`config.mk`:
```
export PLATFORM = sky130hd
export DESIGN_NAME = fir_mac_sequencer
export DESIGN_NICKNAME = d
export VERILOG_FILES = /design/src/rtl/fir_seq_pkg.sv /design/src/rtl/fir_slow_edge.sv /design/src/rtl/fir_mac_sequencer.sv
export SDC_FILE = /design/constraint.sdc
export NUM_CORES = 1
export LEC_CHECK = 0
export ABC_AREA = 1
export CORE_ASPECT_RATIO = 0.8
export CORE_MARGIN = 2
export CORE_UTILIZATION = 52
export DETAILED_ROUTE_END_ITERATION = 6
export PLACE_DENSITY = 0.82
export SLEW_MARGIN = 25
export SYNTH_ARGS = -nofsm -noshare
export SYNTH_HDL_FRONTEND = slang
export SYNTH_SLANG_ARGS = --single-unit
```
`constraint.sdc`:
```
create_clock -name clk_fast -period 3.4 [get_ports clk_fast]
set_clock_uncertainty 0.15 [all_clocks]
set_input_delay 0.68 -clock clk_fast [delete_from_list [all_inputs] [get_ports clk_fast]]
set_output_delay 0.68 -clock clk_fast [all_outputs]
set_load 0.01 [all_outputs]
```
`src/rtl/fir_seq_pkg.sv`:
```
// Shared types and defaults for the FP16 FIR per-sample MAC sequencer.
package fir_seq_pkg;

    localparam int unsigned DEF_NTAPS   = 64;
    localparam int unsigned DEF_AW      = 6;
    localparam int unsigned DEF_MAC_LAT = 3;

    typedef enum logic [2:0] {
        IDLE,
        LOAD,
        WRITE,
        MAC,
        DRAIN,
        DONE
    } state_t;

    // Ring index (a - b) mod n; n must be a power of two and b < n.
    function automatic int unsigned ring_sub(input int unsigned a,
                                             input int unsigned b,
                                             input int unsigned n);
        return (a + n - b) & (n - 1);
    endfunction

endpackage

```
`src/rtl/fir_slow_edge.sv`:
```
// Rising-edge detector for the slow sample clock, sampled as data in the fast domain.
module fir_slow_edge (
    input  logic clk_fast,
    input  logic rst_n,
    input  logic clk_slow,
    input  logic valid_in,
    output logic rise
);

    logic clk_slow_q;

    // Resets high so a slow clock already high at reset release is not an edge.
    always_ff @(posedge clk_fast or negedge rst_n) begin
        if (!rst_n) begin
            clk_slow_q <= 1'b1;
        end else begin
            clk_slow_q <= clk_slow;
        end
    end

    assign rise = clk_slow & ~clk_slow_q & valid_in;

endmodule

```
`src/rtl/fir_mac_sequencer.sv`:
```
// Per-sample controller: delay-line write, MAC tap sweep, pipeline drain, output latch,
// and coefficient-RAM port arbitration.
module fir_mac_sequencer
    import fir_seq_pkg::*;
#(
    parameter int unsigned NTAPS   = DEF_NTAPS,
    parameter int unsigned AW      = DEF_AW,
    parameter int unsigned MAC_LAT = DEF_MAC_LAT
) (
    input  logic          clk_fast,
    input  logic          rst_n,
    input  logic          clk_slow,
    input  logic          valid_in,
    input  logic          cload,
    input  logic [AW-1:0] caddr,
    output logic          cack,
    output logic          coef_we,
    output logic [AW-1:0] tap_addr,
    output logic          din_we,
    output logic [AW-1:0] wptr,
    output logic [AW-1:0] data_raddr,
    output logic          acc_clr,
    output logic          mac_en,
    output logic          dout_latch,
    output logic          busy,
    output logic          overrun
);

    state_t        state, state_nxt;
    logic [AW-1:0] k, k_nxt;
    logic [AW-1:0] newest, newest_nxt;
    logic [AW-1:0] wptr_nxt;
    logic          pend, pend_nxt;
    logic          overrun_nxt;
    logic          rise;

    logic          cack_d, coef_we_d, din_we_d, acc_clr_d, mac_en_d, dout_latch_d, busy_d;
    logic [AW-1:0] tap_addr_d, data_raddr_d;

    fir_slow_edge u_edge (
        .clk_fast (clk_fast),
        .rst_n    (rst_n),
        .clk_slow (clk_slow),
        .valid_in (valid_in),
        .rise     (rise)
    );

    always_comb begin
        state_nxt   = state;
        k_nxt       = k;
        newest_nxt  = newest;
        wptr_nxt    = wptr;
        pend_nxt    = pend;
        overrun_nxt = overrun;

        if (rise) begin
            if ((state == IDLE || state == LOAD) && !pend) begin
                pend_nxt = 1'b1;
            end else begin
                overrun_nxt = 1'b1;
            end
        end

        case (state)
            IDLE: begin
                // An edge arriving alongside cload is treated as already pending, so the
                // sample write wins and the load waits until the pass completes.
                if (pend) begin
                    state_nxt = WRITE;
                    pend_nxt  = 1'b0;
                end else if (cload && !rise) begin
                    state_nxt = LOAD;
                end
            end
            LOAD: state_nxt = IDLE;
            WRITE: begin
                newest_nxt = wptr;
                wptr_nxt   = wptr + 1'b1;
                k_nxt      = '0;
                state_nxt  = MAC;
            end
            MAC: begin
                if (k == AW'(NTAPS - 1)) begin
                    k_nxt     = '0;
                    state_nxt = DRAIN;
                end else begin
                    k_nxt = k + 1'b1;
                end
            end
            DRAIN: begin
                if (k == AW'(MAC_LAT - 1)) begin
                    k_nxt     = '0;
                    state_nxt = DONE;
                end else begin
                    k_nxt = k + 1'b1;
                end
            end
            DONE:    state_nxt = IDLE;
            default: state_nxt = IDLE;
        endcase
    end

    // Outputs are decoded from the next state so the registered copies line up with state.
    always_comb begin
        cack_d       = 1'b0;
        coef_we_d    = 1'b0;
        din_we_d     = 1'b0;
        acc_clr_d    = 1'b0;
        mac_en_d     = 1'b0;
        dout_latch_d = 1'b0;
        tap_addr_d   = '0;
        data_raddr_d = '0;
        busy_d       = (state_nxt != IDLE);
        case (state_nxt)
            LOAD: begin
                cack_d     = 1'b1;
                coef_we_d  = 1'b1;
                tap_addr_d = caddr;
            end
            WRITE: din_we_d = 1'b1;
            MAC: begin
                mac_en_d     = 1'b1;
                acc_clr_d    = (k_nxt == '0);
                tap_addr_d   = k_nxt;
                data_raddr_d = AW'(ring_sub(32'(newest_nxt), 32'(k_nxt), NTAPS));
            end
            DONE:    dout_latch_d = 1'b1;
            default: ;
        endcase
    end

    always_ff @(posedge clk_fast or negedge rst_n) begin
        if (!rst_n) begin
            state      <= IDLE;
            k          <= '0;
            newest     <= '0;
            wptr       <= '0;
            pend       <= 1'b0;
            overrun    <= 1'b0;
            cack       <= 1'b0;
            coef_we    <= 1'b0;
            tap_addr   <= '0;
            din_we     <= 1'b0;
            data_raddr <= '0;
            acc_clr    <= 1'b0;
            mac_en     <= 1'b0;
            dout_latch <= 1'b0;
            busy       <= 1'b0;
        end else begin
            state      <= state_nxt;
            k          <= k_nxt;
            newest     <= newest_nxt;
            wptr       <= wptr_nxt;
            pend       <= pend_nxt;
            overrun    <= overrun_nxt;
            cack       <= cack_d;
            coef_we    <= coef_we_d;
            tap_addr   <= tap_addr_d;
            din_we     <= din_we_d;
            data_raddr <= data_raddr_d;
            acc_clr    <= acc_clr_d;
            mac_en     <= mac_en_d;
            dout_latch <= dout_latch_d;
            busy       <= busy_d;
        end
    end

endmodule

```
==> impl_metrics.json, run 1 <==
{
  "run_status": "complete, no violations",
  "fp.dieArea_sq_mm": 0.004445,
  "syn-num-nets": 234,
  "worstSetupPathType": "flip-flop to flip-flop",
  "ir_drop_v": 0.0003964,
  "clk_path_buf_depth": 2,
  "drc": 0,
  "ys_top_cells_by_area": "dfrtp_1 (50%), nand2_1 (7.0%), inv_1 (6.8%)",
  "grt_util_met3": 0.06239,
  "clock-sinks": 42,
  "cp_data_arrival_time_ns": 2.75,
  "cts_tree": "built",
  "fp.dieH_microns": 60.03,
  "cts.clk_slew.worst_paths_ns": 0.08,
  "synthTopCellsByCount": "dfrtp_1 (41), nand2_1 (38), inv_1 (37)",
  "slowest_stage": "dfrtp_1",
  "root_buffer": "clkbuf_8",
  "design.core.area_sq_mm": 0.003779,
  "p_leak_nw": 1.275,
  "crit_path_end": "data_raddr[4]",
  "drt_iter0_drc": 74,
  "gr-usage-met1": 0.2965,
  "final_cell_area_sq_mm": 0.002559,
  "cp-end-kind": "flip-flop",
  "start_kind": "flip-flop",
  "grt_pass1_vias": 1429,
  "syn_area_per_cell_sq_um": 9.536,
  "drive_above_1_share": 0.1211,
  "cts-buffers-inserted": 5,
  "slew_headroom": 0.4124,
  "final_nets": 275,
  "grt_max_degree": 43,
  "routed_via_density": 4.839,
  "synthDominantCellAreaShare": 0.5028,
  "synth-edff-count": 0,
  "worst_pin_slew_ns": 0.8814,
  "place_area_sq_mm": 0.002450,
  "gr-total-overflow": 0,
  "ys_ff_latch": 42,
  "syn_to_final_growth_pct": 25.38,
  "worstSetupStartpoint": "k[1]",
  "syn-cell-area_sq_mm": 0.002041,
  "synth-async-reset-ratio": 1.000,
  "finalCriticalPeriod_ns": 2.703,
  "hpwlAfterDp_microns": 2963,
  "slowest_delay_ns": 0.39,
  "seq_area_frac_synth": 0.5156,
  "ios": 37,
  "p_per_area_mw_per_mm2": 844.3,
  "wirelength_microns": 3969,
  "initial_core_util": 0.5401,
  "reg2reg_depth": 14,
  "path_cells": "ha_1 > nand3_2 > o21ai_4 > nand2_2 > nand2_1 > o21a_1 > inv_1 > ha_1 > fa_1 > nor2_1 > o21ai_0 > nand2_1 > xnor2_1 > nor2_1",
  "yosysMostFrequentCell": "dfrtp_1",
  "fmax_mhz": 370.0,
  "worstReg2RegStart": "k[1]",
  "min_period_over_period": 0.7950,
  "reg2reg_to": "data_raddr[4]",
  "synth_area_leader_cell": "dfrtp_1",
  "fin_cells": 311,
  "placedCellCount": 303,
  "finalPower_w": 0.002160,
  "num_vias": 1505,
  "crit_fanout": 4,
  "die_w_microns": 74.04,
  "drv_cap": 0,
  "r2r_slack_ns": 0.70,
  "cts.htree.levels": 2,
  "hold_path.class": "flip-flop to flip-flop",
  "required_ns": 3.44,
  "hold_viol_final": 0,
  "drtAntennaViolNets": 0,
  "first_pass_iters": 5,
  "track_usage": 0.2122,
  "antenna_found_initial": 0,
  "drv_slew": 0,
  "cts_setup_buffers": 0,
  "place_congestion": 0.9022,
  "top_usage_layer": "met2",
  "cts_resized": 0,
  "ys_types": 34,
  "wire_per_inst_microns": 12.76,
  "synth_flop_cell": "dfrtp_1",
  "grtUsageMet2": 0.3125,
  "row_count": 20,
  "cts_hold_buffers": 0,
  "syn_inst": 214,
  "numPortBuffers": 36,
  "clk_latency_ns": 0.30,
  "finalSetupViolations": 0,
  "fin_setup_tns_ns": 0,
  "grt_pass1_wl_microns": 6741,
  "yosysWarnings": 0,
  "insertedDiodeCount": 0,
  "rsz0062_at_grt": "false"
}
## worst min path at each step
stage | cells after the start | start | end
after floorplan | 0 | rst_n | acc_clr
after global placement | 1 | overrun | overrun
after detailed placement | 1 | overrun | overrun
after CTS | 1 | overrun | overrun
after global routing | 1 | overrun | overrun
final | 1 | overrun | overrun
## through the flow
| step | setup WS (ns) | hold WS, ns | utilization |
|---|---|---|---|
| finish | 0.6970 | 0.3220 | 0.6772 |
| global route | 0.4138 | 0.3525 | 0.6772 |
| CTS | 0.6935 | 0.3254 | 0.6772 |
| detailed placement | 0.7192 | 0.3103 | 0.6483 |
| global placement | 0.7886 | 0.2992 | 0.6483 |
| floorplan | 0.9300 | 0.2344 | - |
## logic make-up (layout without fill, tap and decap cells)
| logic type | after synthesis | count (layout) | share of synthesized area |
|---|---|---|---|
| adder cells (fa/ha/maj) | 9 | 9 | 0.05886 |
| AND/OR/NAND/NOR | 88 | 88 | 0.2207 |
| buffers and inverters | 41 | 83 | 0.07909 |
| flip-flops | 42 | 42 | 0.5156 |
| AO/OA/AOI/OAI | 24 | 24 | 0.08278 |
| XOR/XNOR | 10 | 10 | 0.04292 |
## layout by cell type, fill, tap and decap left out
cell type	count
nor3_1	1
nor3_2	1
a21oi_2	1
o21a_1	2
o21ai_4	1
o21ai_2	1
buf_2	1
dfstp_2	1
xnor2_1	4
and3_1	1
a21oi_1	4
o21bai_1	1
o31ai_1	4
a31o_2	1
o21ai_0	7
bufinv_16	1
clkinv_2	2
nand4_1	5
o21bai_2	1
nor2_4	1
a21o_1	1
inv_2	2
nand3_2	3
xor2_1	6
inv_1	37
nand2_2	3
nand3_1	10
ha_1	8
clkbuf_8	5
nand2_1	38
clkdlybuf4s50_1	35
dfrtp_1	41
nand2_4	3
nor2_1	19
nor2_2	1
nor4_4	1
nor4_2	1
fa_1	1
## critical path, delay by kind of cell (launching register included)
kind                     cells  cell delay [ns]
adder cells (fa/ha/maj)      3             0.87
AND/OR/NAND/NOR              6             0.58
AO/OA/AOI/OAI                3             0.43
flip-flops                   1             0.39
XOR/XNOR                     1             0.12
buffers and inverters        1             0.06
## flip-flops by register name, indices dropped and copies added (netlist names)
signal	cells
pend	1
mac_en	1
u_edge.clk_slow_q	1
acc_clr	1
data_raddr	6
din_we	1
wptr	6
k	6
busy	1
newest	6
tap_addr	6
state	3
coef_we	1
overrun	1
dout_latch	1
## routing by layer
metal  vias to the layer above  routed length, microns
li1                        760                       -
met4                         0                      77
met1                       707                    2002
met3                         7                     189
met5                         -                       0
met2                        31                    1700
## area by class of cell
type                            instances  area, sq um
Clock buffer                            5        68.82
Clock inverter                          3        40.04
Fill cell                             305         1220
Inverter                               39        146.4
Multi-Input combinational cell        131        827.0
Sequential cell                        42         1052
Tap cell                               55        68.82
Timing Repair Buffer                   36        355.3
## report_power, final
group          internal (W)  total [W]  switching (W)
Clock              0.000216   0.000387       0.000171
Combinational      0.000445    0.00103       0.000582
Sequential         0.000655   0.000747      0.0000918
Total               0.00132    0.00216       0.000844
Power figures use the tool's default switching activity.
==> inputs of run 2 (changes only) <==
--- a/config.mk
+++ b/config.mk
@@ -8,9 +8,9 @@
 export ABC_AREA = 1
 export CORE_ASPECT_RATIO = 0.8
 export CORE_MARGIN = 2
-export CORE_UTILIZATION = 52
+export CORE_UTILIZATION = 47
 export DETAILED_ROUTE_END_ITERATION = 6
-export PLACE_DENSITY = 0.82
+export PLACE_DENSITY = 0.79
 export SLEW_MARGIN = 25
 export SYNTH_ARGS = -nofsm -noshare
 export SYNTH_HDL_FRONTEND = slang
==> constraint.sdc (replaced) <==
create_clock -name clk_fast -period 2.3 [get_ports clk_fast]
set_clock_uncertainty 0.15 [all_clocks]
set_input_delay 0.46 -clock clk_fast [delete_from_list [all_inputs] [get_ports clk_fast]]
set_output_delay 0.46 -clock clk_fast [all_outputs]
set_load 0.01 [all_outputs]
==> impl_metrics.json, run 2 (same netlist as run 1, synthesis figures left out) <==
{
  "run_status": "finished, violations left",
  "violations": "setup timing",
  "cts.htree.levels": 2,
  "routed_via_density": 5.039,
  "start_kind": "flip-flop",
  "layout_common_cells": "dfrtp_1 (40), buf_4 (39), inv_1 (35), clkdlybuf4s50_1 (35), nand2_1 (34)",
  "fill_cells": 249,
  "drv_cap": 0,
  "worst_slack_ns": -0.2468,
  "finalSetupViolations": 4,
  "fp.dieH_microns": 62.94,
  "syn_to_final_growth_pct": 49.17,
  "finalCriticalPeriod_ns": 2.547,
  "num_vias": 1789,
  "insertedDiodeCount": 0,
  "final_nets": 317,
  "root_buffer": "clkbuf_8",
  "min_from": "overrun",
  "wirelength_microns": 5550,
  "p_seq_frac": 0.267,
  "fp.dieArea_sq_mm": 0.004888,
  "place_congestion": 0.8618,
  "track_usage": 0.2190,
  "ir_drop_v": 0.0006816,
  "clock-sinks": 42,
  "fin_cells": 355,
  "cts_tree": "built",
  "drv_slew": 0,
  "worst_pin_slew_ns": 0.4618,
  "initial_core_util": 0.4885,
  "fmax_mhz": 392.6,
  "die_w_microns": 77.67,
  "min_period_over_period": 1.107,
  "row_count": 21,
  "clk_path_buf_depth": 2,
  "cts-buffers-inserted": 5,
  "drc": 0,
  "swShare": 0.3940,
  "rsz0062_at_grt": "true",
  "hpwlAfterDp_microns": 3411,
  "antenna_found_initial": 0,
  "power.switching_w": 0.001651,
  "crit_fanout": 3,
  "numPortBuffers": 36,
  "required_ns": 2.35,
  "cp-end-kind": "flip-flop",
  "first_pass_iters": 4,
  "worstReg2RegStart": "k[0]",
  "hold_slack_ns": 0.3397,
  "worstSetupStartpoint": "k[0]",
  "grt_max_degree": 43,
  "p_per_area_mw_per_mm2": 1377,
  "final_cell_area_sq_mm": 0.003044,
  "slew_headroom": 0.6898,
  "p_leak_nw": 1.485,
  "clockPowerShare": 0.137,
  "hold_viol_final": 0,
  "worstSetupPathType": "flip-flop to flip-flop",
  "pre_cts_ws_ns": -0.2019,
  "clk_latency_ns": 0.30,
  "place_area_sq_mm": 0.002713,
  "grt_pass1_wl_microns": 8245,
  "p_int_w": 0.002540,
  "final_common_cell": "dfrtp_1",
  "cp_data_arrival_time_ns": 2.59,
  "design.core.area_sq_mm": 0.004178,
  "drt_iter0_drc": 143,
  "grt_pass1_vias": 1763,
  "utilization": 0.7287,
  "power_frac_comb": 0.596,
  "placedCellCount": 333,
  "gr-total-overflow": 0,
  "drive_above_1_share": 0.3154,
  "hold_path.class": "flip-flop to flip-flop",
  "wire_per_inst_microns": 15.63,
  "drtAntennaViolNets": 0,
  "cts.clk_slew.worst_paths_ns": 0.08,
  "ios": 37
}
## run 2: path summary, 6_finish.rpt
path / to / slack [ns] / depth (start not counted)
setup / recovery: data_raddr[4] / -0.25 / 15
hold / removal: overrun / 0.34 / 1
setup reg to reg: data_raddr[4] / -0.25 / 15
hold reg to reg: overrun / 0.34 / 1
max in group asynchronous: u_edge.clk_slow_q / 1.23 / 3
min in group asynchronous: mac_en / 0.51 / 3
## run 2: per-layer routing
layer,vias up,global-route usage,share of wire
met1,869,0.2933,0.42
met3,13,0.04046,0.065
li1,840,-,-
met2,67,0.3578,0.49
met5,-,0,0
met4,0,0.07589,0.026
## run 2: repair_timing
| item | in CTS | in global routing |
|---|---|---|
| setup endpoints to repair | 4 | 5 |
| endpoints found under the hold margin | 41 | 0 |
| buffers inserted | 6 | 7 |
| hold buffers | 1 | 0 |
| cloned | 0 | 0 |
| pin swaps | 2 | 17 |
| gates resized for setup | 7 | 18 |
## run 2: area by class of cell
| class | count | area, sq um | area share |
|---|---|---|---|
| flip-flops and latches | 42 | 1054 | 0.3461 |
| inverters | 39 | 146.4 | 0.04809 |
| clock buffers | 5 | 68.82 | 0.02261 |
| well taps | 57 | 71.32 | 0.02343 |
| clock inverters | 3 | 40.04 | 0.01315 |
| repair buffers | 78 | 689.4 | 0.2265 |
| multi-input cells | 131 | 974.7 | 0.3202 |
## run 2: worst max-delay path, cell delays in order (launching register included)
cell     delay (ns)
dfrtp_1        0.45
inv_2          0.11
ha_4           0.13
nand4_1        0.14
nand2_2        0.13
nand2_2        0.08
nand2_1        0.07
o21a_1         0.16
inv_2          0.06
ha_4           0.16
fa_2           0.38
nor2_4         0.13
o21ai_2        0.06
nand2_1        0.07
xnor2_1        0.11
nor2_1         0.05
## run 2: power groups by stage
stage	registers, W	clock network [W]	logic (W)
final	0.00112	0.000574	0.00250
after global routing	0.00114	0.000604	0.00274
after CTS	0.00110	0.000573	0.00211
after detailed placement	0.00112	0	0.00189
after global placement	0.00111	0	0.00183
after floorplan	0.00118	0	0.000975
## run 2: per-stage QoR
step	setup TNS, ns	total power (W)
final	-0.7473	0.004191
after global routing	-1.371	0.004489
after CTS	-0.2924	0.003785
after detailed placement	-0.4299	0.003014
after global placement	-0.2047	0.002933
after floorplan	-0.03148	0.002153
==> RTL edit, RTL diff (config.mk and constraints of run 1) <==
Change the package constant `DEF_AW` from 6 to 5.
--- a/src/rtl/fir_seq_pkg.sv
+++ b/src/rtl/fir_seq_pkg.sv
@@ -4,3 +4,3 @@
     localparam int unsigned DEF_NTAPS   = 64;
-    localparam int unsigned DEF_AW      = 6;
+    localparam int unsigned DEF_AW      = 5;
     localparam int unsigned DEF_MAC_LAT = 3;
Ports: changed (resized caddr, data_raddr, tap_addr and wptr); port bits go from 37 to 33. The function was not compared with the original's and may differ.
==> RTL edit against run 1 <==
Sequential cell count shrank 5. Worst setup slack lost 310 ps. Fmax shrank 10%. Area after synthesis shrank 11%. Total power shrank 0.86%. Non-clock buffer count shrank 3. Design area shrank 12%. Sequential share of layout area is essentially flat. Wire length shrank 15%. Critical path type unchanged. Highest routed layer unchanged.
==> RTL edit: results <==
set metrics [dict create \
    n_all_buffers 33 \
    outcome "finished clean" \
    worstPathArrival_ps 3040 \
    met3_length_um 212 \
    place_ws_ps 406 \
    nonClkBufAreaFrac_pct 14.5 \
    fin_nets 245 \
    synth_cell_types 30 \
    grt_max_degree 38 \
    max_stage_delay_ps 440 \
    seqPwrFrac_pct 32.9 \
    switching_share_pct 41.6 \
    dp_hpwl_um 2550 \
    vias_per_cell 4.89 \
    multi_input_area_share_pct 33.7 \
    met1_usage_pct 24.9 \
    critPathMaxFanout 5 \
    worst_r2r_path_depth 19 \
    drive_gt1_share_pct 13.7 \
    powerClk_w 0.000303 \
    drt-total-wl_um 3390 \
    drt_first_iter_violations 87 \
    ys_top_cells_by_count "nand2_1, dfrtp_1, inv_1" \
    placed_cells 261 \
    max-vdd-ir-drop_v 0.000570 \
    first_pass_iters 4 \
    comb.multi_input.count 122 \
    dr_wl_met2_um 1570 \
    power_density_nw_per_um2 950 \
    grtUsageMet3_pct 7.18 \
    fill_cells 267 \
    detailroute.via_count 1310 \
    grtUsageTotal_pct 18.9 \
    sh_seq_area_pct 41.1 \
    nClkBuffers 7 \
    relSlewSlack_pct 70.0 \
    clk_share_pct 3.83 \
    inv_count 27 \
]
[RTL edit: how the worst max path moves through the flow]
stage                     slack, ps            from                      end
after global routing             80  k[0]$_DFF_PN0_  data_raddr[4]$_DFF_PN0_
after detailed placement        410  k[0]$_DFF_PN0_  data_raddr[4]$_DFF_PN0_
after floorplan                 700  k[0]$_DFF_PN0_  data_raddr[4]$_DFF_PN0_
final                           390  k[0]$_DFF_PN0_  data_raddr[4]$_DFF_PN0_
after CTS                       380  k[0]$_DFF_PN0_  data_raddr[4]$_DFF_PN0_
after global placement          570  k[0]$_DFF_PN0_  data_raddr[4]$_DFF_PN0_
[RTL edit: logic make-up after synthesis]
group                      synth area share (%)
and+or+nand+nor                            24.9
DFF                                        51.3
buffers and inverters                      6.65
AOI/OAI and AO/OA                          7.13
adders and majority gates                  6.65
xor gates and xnor gates                   3.39
